## config.mk

```make
export PLATFORM = sky130hd
export DESIGN_NAME = fifo_write_scheduler_flat
export DESIGN_NICKNAME = d
export VERILOG_FILES = /design/src/rtl/fifo_write_scheduler_if.sv /design/src/rtl/fifo_write_scheduler.sv /design/src/flat_wrapper.sv
export SDC_FILE = /design/constraint.sdc
export NUM_CORES = 1
export LEC_CHECK = 0
export CAP_MARGIN = 15
export CORE_MARGIN = 10
export CORE_UTILIZATION = 35
export CTS_CLUSTER_SIZE = 14
export DETAILED_ROUTE_END_ITERATION = 7
export PLACE_DENSITY = 0.75
export SLEW_MARGIN = 20
export SYNTH_ARGS = -nofsm -noshare
export SYNTH_HDL_FRONTEND = slang
export SYNTH_SLANG_ARGS = --single-unit
```

## constraint.sdc

```tcl
create_clock -name clock -period 6.9 [get_ports clock]
set_clock_uncertainty 0.15 [all_clocks]
set_input_delay 1.38 -clock clock [delete_from_list [all_inputs] [get_ports clock]]
set_output_delay 1.38 -clock clock [all_outputs]
set_load 0.02 [all_outputs]
```

## src/rtl/fifo_write_scheduler_if.sv

```systemverilog
// Write-side bus bundle for fifo_write_scheduler: two requester ports, the
// fill-engine control, and the FIFO enqueue port.
// slave  : the scheduler's view of the bundle.
// master : the surrounding environment's view (requesters + FIFO).
// Optional statistics signals exist only when FIFO_WRITE_SCHEDULER_STATS_EN is defined.
interface fifo_write_scheduler_if #(
    parameter int ADDR_WIDTH = 17,
    parameter int DATA_WIDTH = 16
);
    logic                  io_in0_valid;
    logic                  io_in0_ready;
    logic                  io_in0_bits_wr;
    logic [ADDR_WIDTH-1:0] io_in0_bits_addr;
    logic [DATA_WIDTH-1:0] io_in0_bits_din;

    logic                  io_in1_valid;
    logic                  io_in1_ready;
    logic                  io_in1_bits_wr;
    logic [ADDR_WIDTH-1:0] io_in1_bits_addr;
    logic [DATA_WIDTH-1:0] io_in1_bits_din;

    logic                  io_clear_start;
    logic [ADDR_WIDTH-1:0] io_clear_base;
    logic [ADDR_WIDTH:0]   io_clear_count;
    logic [DATA_WIDTH-1:0] io_clear_value;
    logic                  io_clear_busy;
    logic                  io_clear_done;

    logic                  io_out_valid;
    logic                  io_out_ready;
    logic                  io_out_bits_wr;
    logic [ADDR_WIDTH-1:0] io_out_bits_addr;
    logic [DATA_WIDTH-1:0] io_out_bits_din;

`ifdef FIFO_WRITE_SCHEDULER_STATS_EN
    logic                  io_stat_clear;
    logic [15:0]           io_stat_in0;
    logic [15:0]           io_stat_in1;
    logic [15:0]           io_stat_fill;

    modport slave (
        input  io_in0_valid, io_in0_bits_wr, io_in0_bits_addr, io_in0_bits_din,
        output io_in0_ready,
        input  io_in1_valid, io_in1_bits_wr, io_in1_bits_addr, io_in1_bits_din,
        output io_in1_ready,
        input  io_clear_start, io_clear_base, io_clear_count, io_clear_value,
        output io_clear_busy, io_clear_done,
        output io_out_valid, io_out_bits_wr, io_out_bits_addr, io_out_bits_din,
        input  io_out_ready,
        input  io_stat_clear,
        output io_stat_in0, io_stat_in1, io_stat_fill
    );

    modport master (
        output io_in0_valid, io_in0_bits_wr, io_in0_bits_addr, io_in0_bits_din,
        input  io_in0_ready,
        output io_in1_valid, io_in1_bits_wr, io_in1_bits_addr, io_in1_bits_din,
        input  io_in1_ready,
        output io_clear_start, io_clear_base, io_clear_count, io_clear_value,
        input  io_clear_busy, io_clear_done,
        input  io_out_valid, io_out_bits_wr, io_out_bits_addr, io_out_bits_din,
        output io_out_ready,
        output io_stat_clear,
        input  io_stat_in0, io_stat_in1, io_stat_fill
    );
`else
    modport slave (
        input  io_in0_valid, io_in0_bits_wr, io_in0_bits_addr, io_in0_bits_din,
        output io_in0_ready,
        input  io_in1_valid, io_in1_bits_wr, io_in1_bits_addr, io_in1_bits_din,
        output io_in1_ready,
        input  io_clear_start, io_clear_base, io_clear_count, io_clear_value,
        output io_clear_busy, io_clear_done,
        output io_out_valid, io_out_bits_wr, io_out_bits_addr, io_out_bits_din,
        input  io_out_ready
    );

    modport master (
        output io_in0_valid, io_in0_bits_wr, io_in0_bits_addr, io_in0_bits_din,
        input  io_in0_ready,
        output io_in1_valid, io_in1_bits_wr, io_in1_bits_addr, io_in1_bits_din,
        input  io_in1_ready,
        output io_clear_start, io_clear_base, io_clear_count, io_clear_value,
        input  io_clear_busy, io_clear_done,
        input  io_out_valid, io_out_bits_wr, io_out_bits_addr, io_out_bits_din,
        output io_out_ready
    );
`endif
endinterface

```

## src/rtl/fifo_write_scheduler.sv

```systemverilog
// fifo_write_scheduler: shares the write side of the layer-RAM write FIFO
// between two bus requesters (round-robin) and a constant-fill engine used to
// clear RAM during vblank. One registered output slot drives the enqueue port.
// Optional grant counters are built when FIFO_WRITE_SCHEDULER_STATS_EN is defined.
module fifo_write_scheduler #(
    parameter int ADDR_WIDTH = 17,
    parameter int DATA_WIDTH = 16
) (
    input  logic                  clock,
    input  logic                  reset,
    fifo_write_scheduler_if.slave bus
);

    localparam logic [1:0] ST_IDLE = 2'd0;
    localparam logic [1:0] ST_FILL = 2'd1;
    localparam logic [1:0] ST_DONE = 2'd2;

    // Output slot
    logic                  out_valid_q, out_valid_d;
    logic                  out_wr_q,    out_wr_d;
    logic [ADDR_WIDTH-1:0] out_addr_q,  out_addr_d;
    logic [DATA_WIDTH-1:0] out_din_q,   out_din_d;

    // Round-robin pointer: 0 favours in0, 1 favours in1
    logic                  rr_q, rr_d;

    // Fill engine
    logic [1:0]            fsm_q, fsm_d;
    logic [ADDR_WIDTH-1:0] cur_q, cur_d;
    logic [ADDR_WIDTH:0]   rem_q, rem_d;
    logic [DATA_WIDTH-1:0] val_q, val_d;

    // Arbitration results
    logic load_s;
    logic gnt0_s, gnt1_s, gntf_s;
    logic take0_s, take1_s, takef_s;

    assign load_s  = !out_valid_q || bus.io_out_ready;
    // Handshakes are suppressed while reset is held so no ready leaks out.
    assign take0_s = load_s && gnt0_s && !reset;
    assign take1_s = load_s && gnt1_s && !reset;
    assign takef_s = load_s && gntf_s && !reset;

    assign bus.io_in0_ready     = take0_s;
    assign bus.io_in1_ready     = take1_s;
    assign bus.io_out_valid     = out_valid_q;
    assign bus.io_out_bits_wr   = out_wr_q;
    assign bus.io_out_bits_addr = out_addr_q;
    assign bus.io_out_bits_din  = out_din_q;
    assign bus.io_clear_busy    = (fsm_q == ST_FILL);
    assign bus.io_clear_done    = (fsm_q == ST_DONE);

    // Arbitration: requesters first (round-robin on contention), fill only when both idle.
    always_comb begin
        gnt0_s = 1'b0;
        gnt1_s = 1'b0;
        gntf_s = 1'b0;
        if (bus.io_in0_valid && bus.io_in1_valid) begin
            if (rr_q) begin
                gnt1_s = 1'b1;
            end else begin
                gnt0_s = 1'b1;
            end
        end else if (bus.io_in0_valid) begin
            gnt0_s = 1'b1;
        end else if (bus.io_in1_valid) begin
            gnt1_s = 1'b1;
        end else if (fsm_q == ST_FILL) begin
            gntf_s = 1'b1;
        end else begin
            gntf_s = 1'b0;
        end
    end

    // Pointer moves away from a requester only after that favoured requester was served.
    always_comb begin
        rr_d = rr_q;
        if (take0_s && !rr_q) begin
            rr_d = 1'b1;
        end else if (take1_s && rr_q) begin
            rr_d = 1'b0;
        end else begin
            rr_d = rr_q;
        end
    end

    // Output slot: reload when empty or drained; payload copied untouched from the winner.
    always_comb begin
        out_valid_d = out_valid_q;
        out_wr_d    = out_wr_q;
        out_addr_d  = out_addr_q;
        out_din_d   = out_din_q;
        if (load_s) begin
            out_valid_d = take0_s || take1_s || takef_s;
            if (take0_s) begin
                out_wr_d   = bus.io_in0_bits_wr;
                out_addr_d = bus.io_in0_bits_addr;
                out_din_d  = bus.io_in0_bits_din;
            end else if (take1_s) begin
                out_wr_d   = bus.io_in1_bits_wr;
                out_addr_d = bus.io_in1_bits_addr;
                out_din_d  = bus.io_in1_bits_din;
            end else if (takef_s) begin
                out_wr_d   = 1'b1;
                out_addr_d = cur_q;
                out_din_d  = val_q;
            end else begin
                out_wr_d   = out_wr_q;
                out_addr_d = out_addr_q;
                out_din_d  = out_din_q;
            end
        end else begin
            out_valid_d = out_valid_q;
        end
    end

    // Fill engine: latch job on start in IDLE, emit one word per accepted grant, pulse done.
    always_comb begin
        fsm_d = fsm_q;
        cur_d = cur_q;
        rem_d = rem_q;
        val_d = val_q;
        case (fsm_q)
            ST_IDLE: begin
                if (bus.io_clear_start) begin
                    cur_d = bus.io_clear_base;
                    rem_d = bus.io_clear_count;
                    val_d = bus.io_clear_value;
                    if (bus.io_clear_count != '0) begin
                        fsm_d = ST_FILL;
                    end else begin
                        fsm_d = ST_DONE;
                    end
                end else begin
                    fsm_d = ST_IDLE;
                end
            end
            ST_FILL: begin
                if (takef_s) begin
                    cur_d = cur_q + ADDR_WIDTH'(1);
                    rem_d = rem_q - (ADDR_WIDTH + 1)'(1);
                    if (rem_q == (ADDR_WIDTH + 1)'(1)) begin
                        fsm_d = ST_DONE;
                    end else begin
                        fsm_d = ST_FILL;
                    end
                end else begin
                    fsm_d = ST_FILL;
                end
            end
            ST_DONE: begin
                fsm_d = ST_IDLE;
            end
            default: begin
                fsm_d = ST_IDLE;
            end
        endcase
    end

    // State registers with synchronous reset.
    always_ff @(posedge clock) begin
        if (reset) begin
            out_valid_q <= 1'b0;
            out_wr_q    <= 1'b0;
            out_addr_q  <= '0;
            out_din_q   <= '0;
            rr_q        <= 1'b0;
            fsm_q       <= ST_IDLE;
            cur_q       <= '0;
            rem_q       <= '0;
            val_q       <= '0;
        end else begin
            out_valid_q <= out_valid_d;
            out_wr_q    <= out_wr_d;
            out_addr_q  <= out_addr_d;
            out_din_q   <= out_din_d;
            rr_q        <= rr_d;
            fsm_q       <= fsm_d;
            cur_q       <= cur_d;
            rem_q       <= rem_d;
            val_q       <= val_d;
        end
    end

`ifdef FIFO_WRITE_SCHEDULER_STATS_EN
    // Saturating increment used by the grant counters.
    function automatic logic [15:0] sat_inc(input logic [15:0] v, input logic en);
        if (en && (v != 16'hFFFF)) begin
            return v + 16'd1;
        end else begin
            return v;
        end
    endfunction

    logic [15:0] st0_q, st0_d;
    logic [15:0] st1_q, st1_d;
    logic [15:0] stf_q, stf_d;

    assign bus.io_stat_in0  = st0_q;
    assign bus.io_stat_in1  = st1_q;
    assign bus.io_stat_fill = stf_q;

    // Grant counters; a clear wins over a same-cycle grant.
    always_comb begin
        st0_d = st0_q;
        st1_d = st1_q;
        stf_d = stf_q;
        if (bus.io_stat_clear) begin
            st0_d = 16'd0;
            st1_d = 16'd0;
            stf_d = 16'd0;
        end else begin
            st0_d = sat_inc(st0_q, take0_s);
            st1_d = sat_inc(st1_q, take1_s);
            stf_d = sat_inc(stf_q, takef_s);
        end
    end

    // Counter registers with synchronous reset.
    always_ff @(posedge clock) begin
        if (reset) begin
            st0_q <= 16'd0;
            st1_q <= 16'd0;
            stf_q <= 16'd0;
        end else begin
            st0_q <= st0_d;
            st1_q <= st1_d;
            stf_q <= stf_d;
        end
    end
`endif

endmodule

```

## src/flat_wrapper.sv

```systemverilog
// flat-port wrapper written by rule: the top's interface ports become plain ports
module fifo_write_scheduler_flat 
#(
    parameter int ADDR_WIDTH = 17,
    parameter int DATA_WIDTH = 16
)
  (clock, reset, bus_io_in0_valid, bus_io_in0_bits_wr, bus_io_in0_bits_addr, bus_io_in0_bits_din, bus_io_in0_ready, bus_io_in1_valid, bus_io_in1_bits_wr, bus_io_in1_bits_addr, bus_io_in1_bits_din, bus_io_in1_ready, bus_io_clear_start, bus_io_clear_base, bus_io_clear_count, bus_io_clear_value, bus_io_clear_busy, bus_io_clear_done, bus_io_out_valid, bus_io_out_bits_wr, bus_io_out_bits_addr, bus_io_out_bits_din, bus_io_out_ready);
  fifo_write_scheduler_if #(.ADDR_WIDTH(ADDR_WIDTH), .DATA_WIDTH(DATA_WIDTH)) bus_i ();
  input  logic clock;
  input  logic reset;
  input wire logic [$bits(bus_i.io_in0_valid)-1:0] bus_io_in0_valid;
  input wire logic [$bits(bus_i.io_in0_bits_wr)-1:0] bus_io_in0_bits_wr;
  input wire logic [$bits(bus_i.io_in0_bits_addr)-1:0] bus_io_in0_bits_addr;
  input wire logic [$bits(bus_i.io_in0_bits_din)-1:0] bus_io_in0_bits_din;
  output wire logic [$bits(bus_i.io_in0_ready)-1:0] bus_io_in0_ready;
  input wire logic [$bits(bus_i.io_in1_valid)-1:0] bus_io_in1_valid;
  input wire logic [$bits(bus_i.io_in1_bits_wr)-1:0] bus_io_in1_bits_wr;
  input wire logic [$bits(bus_i.io_in1_bits_addr)-1:0] bus_io_in1_bits_addr;
  input wire logic [$bits(bus_i.io_in1_bits_din)-1:0] bus_io_in1_bits_din;
  output wire logic [$bits(bus_i.io_in1_ready)-1:0] bus_io_in1_ready;
  input wire logic [$bits(bus_i.io_clear_start)-1:0] bus_io_clear_start;
  input wire logic [$bits(bus_i.io_clear_base)-1:0] bus_io_clear_base;
  input wire logic [$bits(bus_i.io_clear_count)-1:0] bus_io_clear_count;
  input wire logic [$bits(bus_i.io_clear_value)-1:0] bus_io_clear_value;
  output wire logic [$bits(bus_i.io_clear_busy)-1:0] bus_io_clear_busy;
  output wire logic [$bits(bus_i.io_clear_done)-1:0] bus_io_clear_done;
  output wire logic [$bits(bus_i.io_out_valid)-1:0] bus_io_out_valid;
  output wire logic [$bits(bus_i.io_out_bits_wr)-1:0] bus_io_out_bits_wr;
  output wire logic [$bits(bus_i.io_out_bits_addr)-1:0] bus_io_out_bits_addr;
  output wire logic [$bits(bus_i.io_out_bits_din)-1:0] bus_io_out_bits_din;
  input wire logic [$bits(bus_i.io_out_ready)-1:0] bus_io_out_ready;
  assign bus_i.io_in0_valid = bus_io_in0_valid;
  assign bus_i.io_in0_bits_wr = bus_io_in0_bits_wr;
  assign bus_i.io_in0_bits_addr = bus_io_in0_bits_addr;
  assign bus_i.io_in0_bits_din = bus_io_in0_bits_din;
  assign bus_io_in0_ready = bus_i.io_in0_ready;
  assign bus_i.io_in1_valid = bus_io_in1_valid;
  assign bus_i.io_in1_bits_wr = bus_io_in1_bits_wr;
  assign bus_i.io_in1_bits_addr = bus_io_in1_bits_addr;
  assign bus_i.io_in1_bits_din = bus_io_in1_bits_din;
  assign bus_io_in1_ready = bus_i.io_in1_ready;
  assign bus_i.io_clear_start = bus_io_clear_start;
  assign bus_i.io_clear_base = bus_io_clear_base;
  assign bus_i.io_clear_count = bus_io_clear_count;
  assign bus_i.io_clear_value = bus_io_clear_value;
  assign bus_io_clear_busy = bus_i.io_clear_busy;
  assign bus_io_clear_done = bus_i.io_clear_done;
  assign bus_io_out_valid = bus_i.io_out_valid;
  assign bus_io_out_bits_wr = bus_i.io_out_bits_wr;
  assign bus_io_out_bits_addr = bus_i.io_out_bits_addr;
  assign bus_io_out_bits_din = bus_i.io_out_bits_din;
  assign bus_i.io_out_ready = bus_io_out_ready;
  fifo_write_scheduler #(.ADDR_WIDTH(ADDR_WIDTH), .DATA_WIDTH(DATA_WIDTH)) u_core (.clock(clock), .reset(reset), .bus(bus_i));
endmodule
```

Yosys cells after proc, flatten, opt, wreduce, memory -nomap -nowiden. Index checks and enable logic that the tools add are counted.

Register bits after elaboration: 89. Bits of input ports: 125. Output and inout bits: 39.

$add $sub $neg: 2. Eq/ne operators: 5. Mux-type cells: 33. Reductions and logical operators: 23.

Operators by type and width (count): $mux 17 (5); $mux 16 (3); $mux 18 (2); $pmux 18 s2 (1); $pmux 17 s2 (1); $eq 18x1->1 const B (1); $reduce_bool 18->1 (1); $sub 18x1->18 const B (1); $add 17x1->17 const B (1); $mux 1 (16); $logic_and 1x1->1 (9); $mux 2 (4); $pmux 2 s2 (1); $reduce_and 2->1 (2); $reduce_bool 2->1 (2); $logic_not 1->1 (3); $logic_or 1x1->1 (3); $reduce_and 3->1 (1); $reduce_bool 3->1 (1); $eq 2x1->1 const B (1); $eq 2x2->1 const B (1); $logic_not 2->1 (1); $ne 2x1->1 const B (1); $ne 2x2->1 const B (1).

Depth between registers and ports, before layout.
Depth after elaboration: 10. Gate-level depth with buffers: 7.

Worst setup path before layout. OpenSTA, ideal clock, no wires.

Kind: input port to output port. From: input bus_io_out_ready. To: output bus_io_in1_ready. Arrival: 2.548 ns. Path slack: 2.822 ns. Stages: 5. Path through: nand2b_1 > clkbuf_1 > and4_1 > clkbuf_1 > clkbuf_1.

Cells in the longest elaborated chain, start to end: 3.

RTL lines: start: declaration (line flat_wrapper.sv:31) `input wire logic [$bits(bus_i.io_out_ready)-1:0] bus_io_out_ready;`; $logic_or 1x1->1 (line fifo_write_scheduler.sv:38) `assign load_s = !out_valid_q || bus.io_out_ready;`; $logic_and 1x1->1 (2 in series) (line fifo_write_scheduler.sv:41) `assign take1_s = load_s && gnt1_s && !reset;`; end: declaration (line flat_wrapper.sv:20) `output wire logic [$bits(bus_i.io_in1_ready)-1:0] bus_io_in1_ready;`.

Every way passes these cells.

Worst setup path in the final report. Same ends and word-level chain as after synthesis.

==> impl_metrics.json <==
{
  "status": "finished, final reports clean",
  "htree_num_levels": 3,
  "grt_use_total_pct": 17.3,
  "dp_hpwl_um": 13300,
  "max_cap_violations": 0,
  "cts_tree": "built",
  "cts.clk_slew.worst_paths_ns": 0.06,
  "num-fill-cells": 1341,
  "numClockSinks": 89,
  "synth_top_area_share_pct": 35.5,
  "synthArstFlopShare_pct": 0,
  "io_buffers": 163,
  "wire_per_inst_um": 18.5,
  "synth_top_flop_cell": "dfxtp_1",
  "overflow": 0,
  "r2r_slack_ns": 4.42,
  "vdd_drop_max_v": 0.000156,
  "synth_compound_area_share_pct": 35.0,
  "syn_avg_cell_area_um2": 7.52,
  "wirelength_um": 18100,
  "post_cts_buffers": 0,
  "cp_max_fo": 21,
  "cellPowerDensity_nw_per_um2": 211,
  "seqPwrFrac_pct": 39.9,
  "clock.fmax_ghz": 0.196,
  "grt_pass1_wl_um": 28300,
  "setup_viol": 0,
  "grt_max_degree": 75,
  "synth_top_family_by_area": "compound AO/OA/AOI/OAI gates",
  "yosysTopAreaCell": "dfxtp_1",
  "rsz0062_at_grt": "no",
  "r2r_cells": 6,
  "ys_top_cells_by_count": "dfxtp_1, o21ai_0, nand2_1",
  "cts_buffers": 9,
  "seq_area_frac_synth_pct": 35.5,
  "hold_buffers": 0,
  "ant_nets": 0,
  "pwr-share-comb_pct": 26.4,
  "synth-edff-count": 0,
  "synth_nets": 795,
  "drt_iter0_drc": 486,
  "crit_arrival_ns": 3.56,
  "sequential_cell_area_um2": 1780,
  "p_clk_share_pct": 33.7,
  "die-width_um": 140,
  "endpoint": "bus_io_in1_ready",
  "grt_pass1_vias": 5296,
  "min_period_over_period_pct": 73.8,
  "multiInputGateArea_um2": 2830,
  "fin_crit_ns": 5.09,
  "firstDrtPassIters": 6,
  "hold_class": "reg -> reg",
  "cts.repair.resized": 0,
  "path_class": "in -> out",
  "die_h_um": 140,
  "insertion_delay_ns": 0.33,
  "start_util_pct": 36.0,
  "antenna_found_initial": 1,
  "rr_startpoint": "u_core.rem_q[0]",
  "dp.cells": 958,
  "synthDistinctLibCells": 55,
  "hold_viol_final": 0,
  "synthAdderAreaFrac_pct": 0.749,
  "slew_violations": 0,
  "synth_area_um2": 5010,
  "instances_no_fill": 976,
  "cp-start-kind": "input pin",
  "endpoint_kind": "output port",
  "routabilityCongestion": 0.862,
  "p_switching_mw": 0.454,
  "drcViolationCount": 0,
  "synth-xor-area-share_pct": 0,
  "slew_headroom_pct": 45.5,
  "critPathRequiredTime_ns": 5.37,
  "die_area_um2": 19500,
  "synth_area_leaders": "dfxtp_1, o21ai_0, a41oi_1",
  "nets": 918,
  "core-area_um2": 13900,
  "vias": 5643,
  "ios": 164,
  "critPathLaunch": "bus_io_out_ready",
  "drive_gt1_share_pct": 6.04,
  "intPower_mw": 1.03,
  "synthMuxAreaShare_pct": 0.449,
  "ys_warn_count": 0,
  "netlist_instances": 667,
  "p_sw_share_pct": 30.5,
  "tightestPinTransition_ns": 0.811,
  "synthSimpleGateAreaFrac_pct": 19.8,
  "row_count": 43,
  "setup_tns_ns": 0,
  "clock-root-buffer": "clkbuf_16",
  "leakage_nw": 2.37,
  "avgViaCountPerCell": 5.78,
  "worstReg2RegEnd": "u_core.rem_q[12]",
  "area_delta_synth_final_pct": 40.9,
  "clockBufferDepth": 2,
  "synth-seq-cells": 89
}
-- critical path: stages --
cell and delay (ns):
clkdlybuf4s50_1 0.47, nand2b_1 0.47, buf_4 0.33, and4_1 0.27
clkdlybuf4s50_1 0.63
-- state kept, by name, summed over array words and instances, names as in the netlist --
register,cells
u_core.bus.io_out_bits_addr,17
u_core.bus.io_out_bits_din,16
u_core.bus.io_out_bits_wr,1
u_core.bus.io_out_valid,1
u_core.cur_q,17
u_core.fsm_q,2
u_core.rem_q,18
u_core.rr_q,1
u_core.val_q,16
-- cell families (layout without fill, tap and decap cells) --
family / Yosys count / count (layout)
AO/OA/AOI/OAI: 265 / 265
AND/OR/NAND/NOR: 197 / 197
buffers and inverters: 111 / 239
flip-flops: 89 / 89
adder cells (fa/ha/maj): 3 / 3
multiplexers: 2 / 2
other: 0 / 1
-- layer usage --
metal  vias up  global-route usage, %  share of wire (%)
li1       2748                      -                  -
met1      2624                   23.0                 44
met2       245                   27.2                 46
met3        26                   4.83                8.7
met4         0                   3.80                1.3
met5         -                      0                  0
-- through the flow --
stage                     util [%]  instance area (um^2)  setup WS (ns)  hold WS (ns)  power, mW
after global routing          50.7                  7060           1.67         0.326       1.56
after CTS                     50.6                  7050           1.82         0.306       1.49
after detailed placement      48.4                  6740           1.83         0.297      0.993
final                         50.7                  7060           1.81         0.305       1.49
after global placement        48.4                  6740           1.86         0.293      0.988
after floorplan                  -                  5010           2.82         0.286      0.811
-- power groups by stage --
stage               registers (mW)  logic [mW]  clock network [mW]
floorplan                    0.621       0.190                   0
global placement             0.603       0.385                   0
detailed placement           0.604       0.388                   0
CTS                          0.593       0.390               0.511
global route                 0.600       0.429               0.531
finish                       0.594       0.392               0.501
-- worst min path at each step --
stage,start,end,depth (start not counted)
2_1_floorplan,u_core.val_q[0],u_core.val_q[0],2
3_3_place_gp,u_core.val_q[5],u_core.val_q[5],2
3_5_place_dp,u_core.val_q[0],u_core.val_q[0],2
4_1_cts,u_core.val_q[0],u_core.val_q[0],2
5_1_grt,u_core.val_q[2],u_core.val_q[2],2
6_report,u_core.val_q[8],u_core.val_q[8],2
-- cell usage in the layout (no fill, tap or decap), drive strengths merged, types with 10 or more instances in the layout --
master         synthesis  routed
dfxtp                 89      89
nor4                  11      11
clkbuf                63      10
a21oi                 43      43
clkdlybuf4s50          0     162
nor2                  20      20
nor3                  10      10
inv                   43      43
nand2                 63      63
o21ai                 89      89
buf                    4      17
a41oi                 35      35
a211oi                40      40
nand3                 49      49
-- final cells by class --
type,instances,share of cell area (%)
tap,180,3.19
clock buffer,10,3.38
inverter,44,2.34
antenna,1,0.0354
timing repair buffer,179,24.8
sequential,89,25.2
multi-input combinational,467,40.1
clock inverter,6,0.957
No activity file was read; power rests on OpenSTA's default activity.
